$ cat src/rtl/irq_arbiter_if.sv
// Word register port between software and the interrupt arbiter.
interface irq_arbiter_if;
  logic        reg_we_i;
  logic [31:0] reg_addr_i;
  logic [31:0] reg_wdata_i;
  logic [31:0] reg_rdata_o;

  modport master (
    output reg_we_i,
    output reg_addr_i,
    output reg_wdata_i,
    input  reg_rdata_o
  );

  modport slave (
    input  reg_we_i,
    input  reg_addr_i,
    input  reg_wdata_i,
    output reg_rdata_o
  );
endinterface

$ cat src/rtl/irq_arbiter.sv
// Interrupt arbiter: synchronises, latches (edge/level), masks and selects the
// lowest-numbered enabled pending source for the core exception unit.
module irq_arbiter #(
  parameter int NUM_IRQ = 8
) (
  input  logic               clk,
  input  logic               rst_n,
  input  logic [NUM_IRQ-1:0] irq_src_i,
  irq_arbiter_if.slave       bus,
  output logic               int_req_o,
  output logic [7:0]         int_id_o
);

  logic [NUM_IRQ-1:0] r_sync1;
  logic [NUM_IRQ-1:0] r_sync;
  logic [NUM_IRQ-1:0] r_sync_prev;
  logic [NUM_IRQ-1:0] r_ie;
  logic [NUM_IRQ-1:0] r_type;
  logic [NUM_IRQ-1:0] r_pending;
  logic               r_int_req;
  logic [7:0]         r_int_id;
  logic [31:0]        r_rdata;

  logic [1:0]         w_sel;
  logic               w_wr_ie;
  logic               w_wr_type;
  logic               w_wr_pend;
  logic               w_wr_claim;
  logic [NUM_IRQ-1:0] w_rise;
  logic [NUM_IRQ-1:0] w_clr;
  logic [NUM_IRQ-1:0] w_pending_nxt;
  logic [NUM_IRQ-1:0] w_active;
  logic               w_any;
  logic [7:0]         w_id;
  logic [31:0]        w_rdata;
  logic               w_unused_addr;

  assign w_sel         = bus.reg_addr_i[3:2];
  assign w_unused_addr = ^{bus.reg_addr_i[31:4], bus.reg_addr_i[1:0]};
  assign w_wr_ie       = bus.reg_we_i & (w_sel == 2'd0);
  assign w_wr_type     = bus.reg_we_i & (w_sel == 2'd1);
  assign w_wr_pend     = bus.reg_we_i & (w_sel == 2'd2);
  assign w_wr_claim    = bus.reg_we_i & (w_sel == 2'd3);

  // Pending next-state; clears only touch edge-type bits and a new edge wins.
  always_comb begin
    w_rise        = r_sync & ~r_sync_prev;
    w_clr         = '0;
    w_pending_nxt = '0;
    for (int i = 0; i < NUM_IRQ; i++) begin
      w_clr[i] = r_type[i] & ((w_wr_pend & bus.reg_wdata_i[i]) |
                              (w_wr_claim & (bus.reg_wdata_i == 32'(i))));
      if (r_type[i]) begin
        w_pending_nxt[i] = w_rise[i] | (r_pending[i] & ~w_clr[i]);
      end else begin
        w_pending_nxt[i] = r_sync[i];
      end
    end
  end

  // Priority select: scan downwards so the lowest active index is kept last.
  always_comb begin
    w_active = r_pending & r_ie;
    w_any    = |w_active;
    w_id     = 8'h00;
    for (int i = NUM_IRQ - 1; i >= 0; i--) begin
      w_id = w_active[i] ? 8'(i) : w_id;
    end
  end

  // Read mux on pre-write register contents.
  always_comb begin
    w_rdata = 32'h0000_0000;
    case (w_sel)
      2'd0:    w_rdata = 32'(r_ie);
      2'd1:    w_rdata = 32'(r_type);
      2'd2:    w_rdata = 32'(r_pending);
      2'd3:    w_rdata = r_int_req ? {24'h00_0000, r_int_id} : 32'hFFFF_FFFF;
      default: w_rdata = 32'h0000_0000;
    endcase
  end

  // Two-flop synchroniser plus previous-sample flop for edge detection.
  always_ff @(posedge clk or negedge rst_n) begin
    if (!rst_n) begin
      r_sync1     <= '0;
      r_sync      <= '0;
      r_sync_prev <= '0;
    end else begin
      r_sync1     <= irq_src_i;
      r_sync      <= r_sync1;
      r_sync_prev <= r_sync;
    end
  end

  // Software configuration registers.
  always_ff @(posedge clk or negedge rst_n) begin
    if (!rst_n) begin
      r_ie   <= '0;
      r_type <= '0;
    end else begin
      if (w_wr_ie) begin
        r_ie <= bus.reg_wdata_i[NUM_IRQ-1:0];
      end
      if (w_wr_type) begin
        r_type <= bus.reg_wdata_i[NUM_IRQ-1:0];
      end
    end
  end

  // Pending vector, registered request/ID and registered read data.
  always_ff @(posedge clk or negedge rst_n) begin
    if (!rst_n) begin
      r_pending <= '0;
      r_int_req <= 1'b0;
      r_int_id  <= 8'h00;
      r_rdata   <= 32'h0000_0000;
    end else begin
      r_pending <= w_pending_nxt;
      r_int_req <= w_any;
      r_int_id  <= w_id;
      r_rdata   <= w_rdata;
    end
  end

  assign int_req_o       = r_int_req;
  assign int_id_o        = r_int_id;
  assign bus.reg_rdata_o = r_rdata;

endmodule

$ cat src/flat_wrapper.sv
// flat-port wrapper written by rule: the top's interface ports become plain ports
module irq_arbiter_flat 
#(
  parameter int NUM_IRQ = 8
)
  (clk, rst_n, irq_src_i, int_req_o, int_id_o, bus_reg_we_i, bus_reg_addr_i, bus_reg_wdata_i, bus_reg_rdata_o);
  irq_arbiter_if bus_i ();
  input  logic clk;
  input  logic rst_n;
  input  logic [NUM_IRQ-1:0] irq_src_i;
  output logic int_req_o;
  output logic [7:0] int_id_o;
  input wire logic [$bits(bus_i.reg_we_i)-1:0] bus_reg_we_i;
  input wire logic [$bits(bus_i.reg_addr_i)-1:0] bus_reg_addr_i;
  input wire logic [$bits(bus_i.reg_wdata_i)-1:0] bus_reg_wdata_i;
  output wire logic [$bits(bus_i.reg_rdata_o)-1:0] bus_reg_rdata_o;
  assign bus_i.reg_we_i = bus_reg_we_i;
  assign bus_i.reg_addr_i = bus_reg_addr_i;
  assign bus_i.reg_wdata_i = bus_reg_wdata_i;
  assign bus_reg_rdata_o = bus_i.reg_rdata_o;
  irq_arbiter #(.NUM_IRQ(NUM_IRQ)) u_core (.clk(clk), .rst_n(rst_n), .irq_src_i(irq_src_i), .bus(bus_i), .int_req_o(int_req_o), .int_id_o(int_id_o));
endmodule
$ cat config.mk
export PLATFORM = sky130hd
export DESIGN_NAME = irq_arbiter_flat
export DESIGN_NICKNAME = d
export VERILOG_FILES = /design/src/rtl/irq_arbiter_if.sv /design/src/rtl/irq_arbiter.sv /design/src/flat_wrapper.sv
export SDC_FILE = /design/constraint.sdc
export NUM_CORES = 1
export LEC_CHECK = 0
export BUFFER_PORTS_ARGS = -buffer_cell sky130_fd_sc_hd__buf_2
export CORE_MARGIN = 10
export CORE_UTILIZATION = 47
export DETAILED_ROUTE_END_ITERATION = 8
export GPL_ROUTABILITY_DRIVEN = 0
export PLACE_DENSITY = 0.8
export REMOVE_ABC_BUFFERS = 1
export SYNTH_ARGS = -nofsm -noshare
export SYNTH_HDL_FRONTEND = slang
export SYNTH_SLANG_ARGS = --single-unit
$ cat constraint.sdc
create_clock -name clk -period 1.55 [get_ports clk]
set_clock_uncertainty 0.05 [all_clocks]
set_input_delay 0.0775 -clock clk [delete_from_list [all_inputs] [get_ports clk]]
set_output_delay 0.0775 -clock clk [all_outputs]
set_load 0.05 [all_outputs]
==> key figures <==
STA
  • Max Fclk: 698.0 MHz
  • Slew Limit Fails: 0
  • Fin. Hold Viols: 0
  • Tmin final: 1433 ps
  • RSZ-0062 raised after global routing: no
  • Setup Viol. Count Final: 0
  • Setup TNS after final layout: 0 ps
  • Period Utilization, post-route: 92.43%

Synth
  • Area leader, netlist: dfrtp_1
  • #FFs+latches synth: 61
  • Netlist Area Pre-Place: 2615 sq um
  • Cells after Synth: 221
  • Sequential share of the synthesized area: 58.37%
  • Synth top area share: 58.37%
  • Synth warnings: 0
  • Syn Area/Cell: 11.83 sq um
  • Top post-synthesis cells by area: dfrtp_1 58%, buf_4 8.3%, mux2_2 6.9%
  • Netlist cell types: 33

Layout
  • Area grow syn2layout: 26.22%
  • Reg area: 1528 sq um
  • Fin nets: 380
  • Multi-input logic area: 870.8 sq um
  • Finished Core Util: 60.69%
  • Layout cells sized above 1: 40.97%
  • Post-route cell area: 3301 sq um
  • ANT cells: 0
  • Layout fillers: 447

Die
  • Core area: 5439 sq um
  • Die span in y: 94.59 microns
  • I/O pins: 116
  • Std cell rows: 27
  • Die area: 8947 sq um
  • Initial Util: 48.08%
  • Die width: 94.59 microns

Worst setup path
  • CP arrival: 1590 ps
  • Startpoint Class: input port
  • Req. time, crit path: 1710 ps
  • R2r setup slk: 300 ps
  • Critical path peak fanout: 3
  • Kind of critical path: input port to flop
  • Depth of the most critical reg-to-reg path: 3
  • CP endpoint kind: flop

Global route
  • Initial antenna violation count: 0
  • GRT overflow: 0
  • First-pass GRT wire length: 9908 microns
  • Largest net degree at the start of global routing: 62
  • GRT Util Overall: 14.19%
  • Vias in the first global route: 2053

Place
  • Port Buf Inserts: 80
  • Post-DP HPWL: 4663 microns
  • Placed Area: 2979 sq um

Clock network
  • Worst-Skew Late Latency: 330 ps
  • Bufs on Longest Clock Path: 2
  • CTS Buf Count: 9
  • Num Clock Sinks: 61
  • Clk root buf: clkbuf_8
  • H-tree depth: 3
  • CTS tree: yes
  • Clock-pin slew on the worst setup and hold paths: 70 ps
  • Setup Buffers After CTS: 0

Drt
  • Routed via count: 1979
  • DRT Wirelength: 6361 microns
  • DR DRC count: 0
  • Drt initial violations: 125
  • DR pass1 iterations: 4
  • Routed WL per cell: 16.65 microns
  • Average vias per placed instance: 5.181
  • Antenna Violating Nets Remaining: 0

Worst hold path
  • Worst hold path type: input port to flop
  • Hold path depth: 3

Flow run
  • MaxCap Viol Count: 0

Status
  • Status: finished, final reports clean

Power
  • Pwr dens: 1314 nW/um^2
  • Peak supply drop: 0.5627 mV
  • Leakage dissipation: 0.001580 uW
==> synth_stat cells (all sizes together) <==
master / number
dfrtp: 61
buf: 29
nand2: 26
mux2: 16
a21oi: 12
a31oi: 8
o21ai: 8
a211oi: 6
clkbuf: 5
nor2b: 5
nor4: 5
a21boi: 4
a32oi: 4
nand2b: 4
nor3: 4
nand3: 3
nor2: 3
a22oi: 2
mux2i: 2
o221ai: 2
or4: 2
a2111oi: 1
a32o: 1
and3b: 1
and4: 1
conb: 1
mux4: 1
nand3b: 1
nand4: 1
nor3b: 1
nor4b: 1
==> registers in the layout, indices dropped and copies added (netlist names) <==
| name | count |
|---|---|
| u_core.bus.reg_rdata_o | 9 |
| u_core.r_ie | 8 |
| u_core.r_pending | 8 |
| u_core.r_sync1 | 8 |
| u_core.r_sync | 8 |
| u_core.r_sync_prev | 8 |
| u_core.r_type | 8 |
| u_core.int_id_o | 3 |
| u_core.int_req_o | 1 |
==> final timing paths <==
check / startpoint / to
min in group asynchronous: rst_n / u_core.r_sync[1]
max in group asynchronous: rst_n / u_core.bus.reg_rdata_o[30]
setup reg to reg: u_core.r_type[0] / u_core.r_pending[0]
hold / removal: bus_reg_wdata_i[4] / u_core.r_type[4]
hold reg to reg: u_core.r_sync1[5] / u_core.r_sync[5]
setup / recovery: bus_reg_wdata_i[4] / u_core.r_pending[7]
==> placed cells by master, fill, tap and decap left out, drive strengths merged, types with 2 or more instances in the layout <==
cell type     instances
nor2                  3
nand2                26
nor4                  5
dfrtp                61
nand3                 3
a22oi                 2
mux2                 16
nor3                  4
nand2b                4
a32oi                 4
a211oi                6
clkinv                3
mux2i                 2
dlymetal6s4s          2
o221ai                2
conb                  5
or4                   2
clkbuf               12
nor2b                 5
buf                  89
o21ai                 8
a21boi                4
a31oi                 8
dlygate4sd3          12
a21oi                12
==> stage by stage <==
stage / hold slack, ps / setup WS, ps / cells / power [uW]
floorplan: -268.1 / -6011 / 191 / 2713
global placement: 55.99 / -117.0 / 354 / 3056
detailed placement: 57.91 / -184.5 / 354 / 3094
CTS: 9.086 / 8.791 / 383 / 4358
global route: 48.64 / 63.79 / 382 / 4544
finish: 48.00 / 117.3 / 382 / 4336
==> layer usage <==
layer  track usage (%)  up-vias  wire, microns
li1                  -      934              -
met1             15.77      956           2490
met2             24.26       81           3144
met3             4.362        8            636
met4             6.858        0             89
met5                 0        -              0
==> report_power, final <==
part / leakage (uW) / switching (uW) / total [uW] / internal [uW]
logic: 0.000774 / 745 / 1100 / 359
clock network: 0.0000921 / 582 / 1240 / 659
registers: 0.000714 / 173 / 1990 / 1820
total: 0.00158 / 1500 / 4340 / 2840
==> worst max-delay path, stage by stage <==
cell     delay [ps]
buf_2           100
or4_1           530
or4_4           440
nor3_4          200
buf_4           150
a31oi_1          80
==> layout make-up <==
class / instances / share of cell area, %
Multi-Input combinational cell: 130 / 26.38
Sequential cell: 61 / 46.29
Clock buffer: 12 / 4.701
Timing Repair Buffer: 103 / 19.22
Tap cell: 72 / 2.729
Clock inverter: 4 / 0.6823
==> cells by family (layout without fill, tap and decap cells) <==
family / Yosys count / after routing / share of synthesized area [%]
AOI/OAI and AO/OA: 48 / 48 / 11.91
buffers and inverters: 34 / 119 / 9.043
DFF: 61 / 61 / 58.37
muxes: 19 / 19 / 8.517
other: 1 / 5 / 0.1434
and+or+nand+nor: 58 / 58 / 12.01
==> repair_timing <==
item,4_1_cts,5_1_grt
hold buffers,13,1
endpoints found under the setup margin,0,32
resized for setup,0,6
hold endpoints to repair,76,1
(Power assumes the default switching activity.)
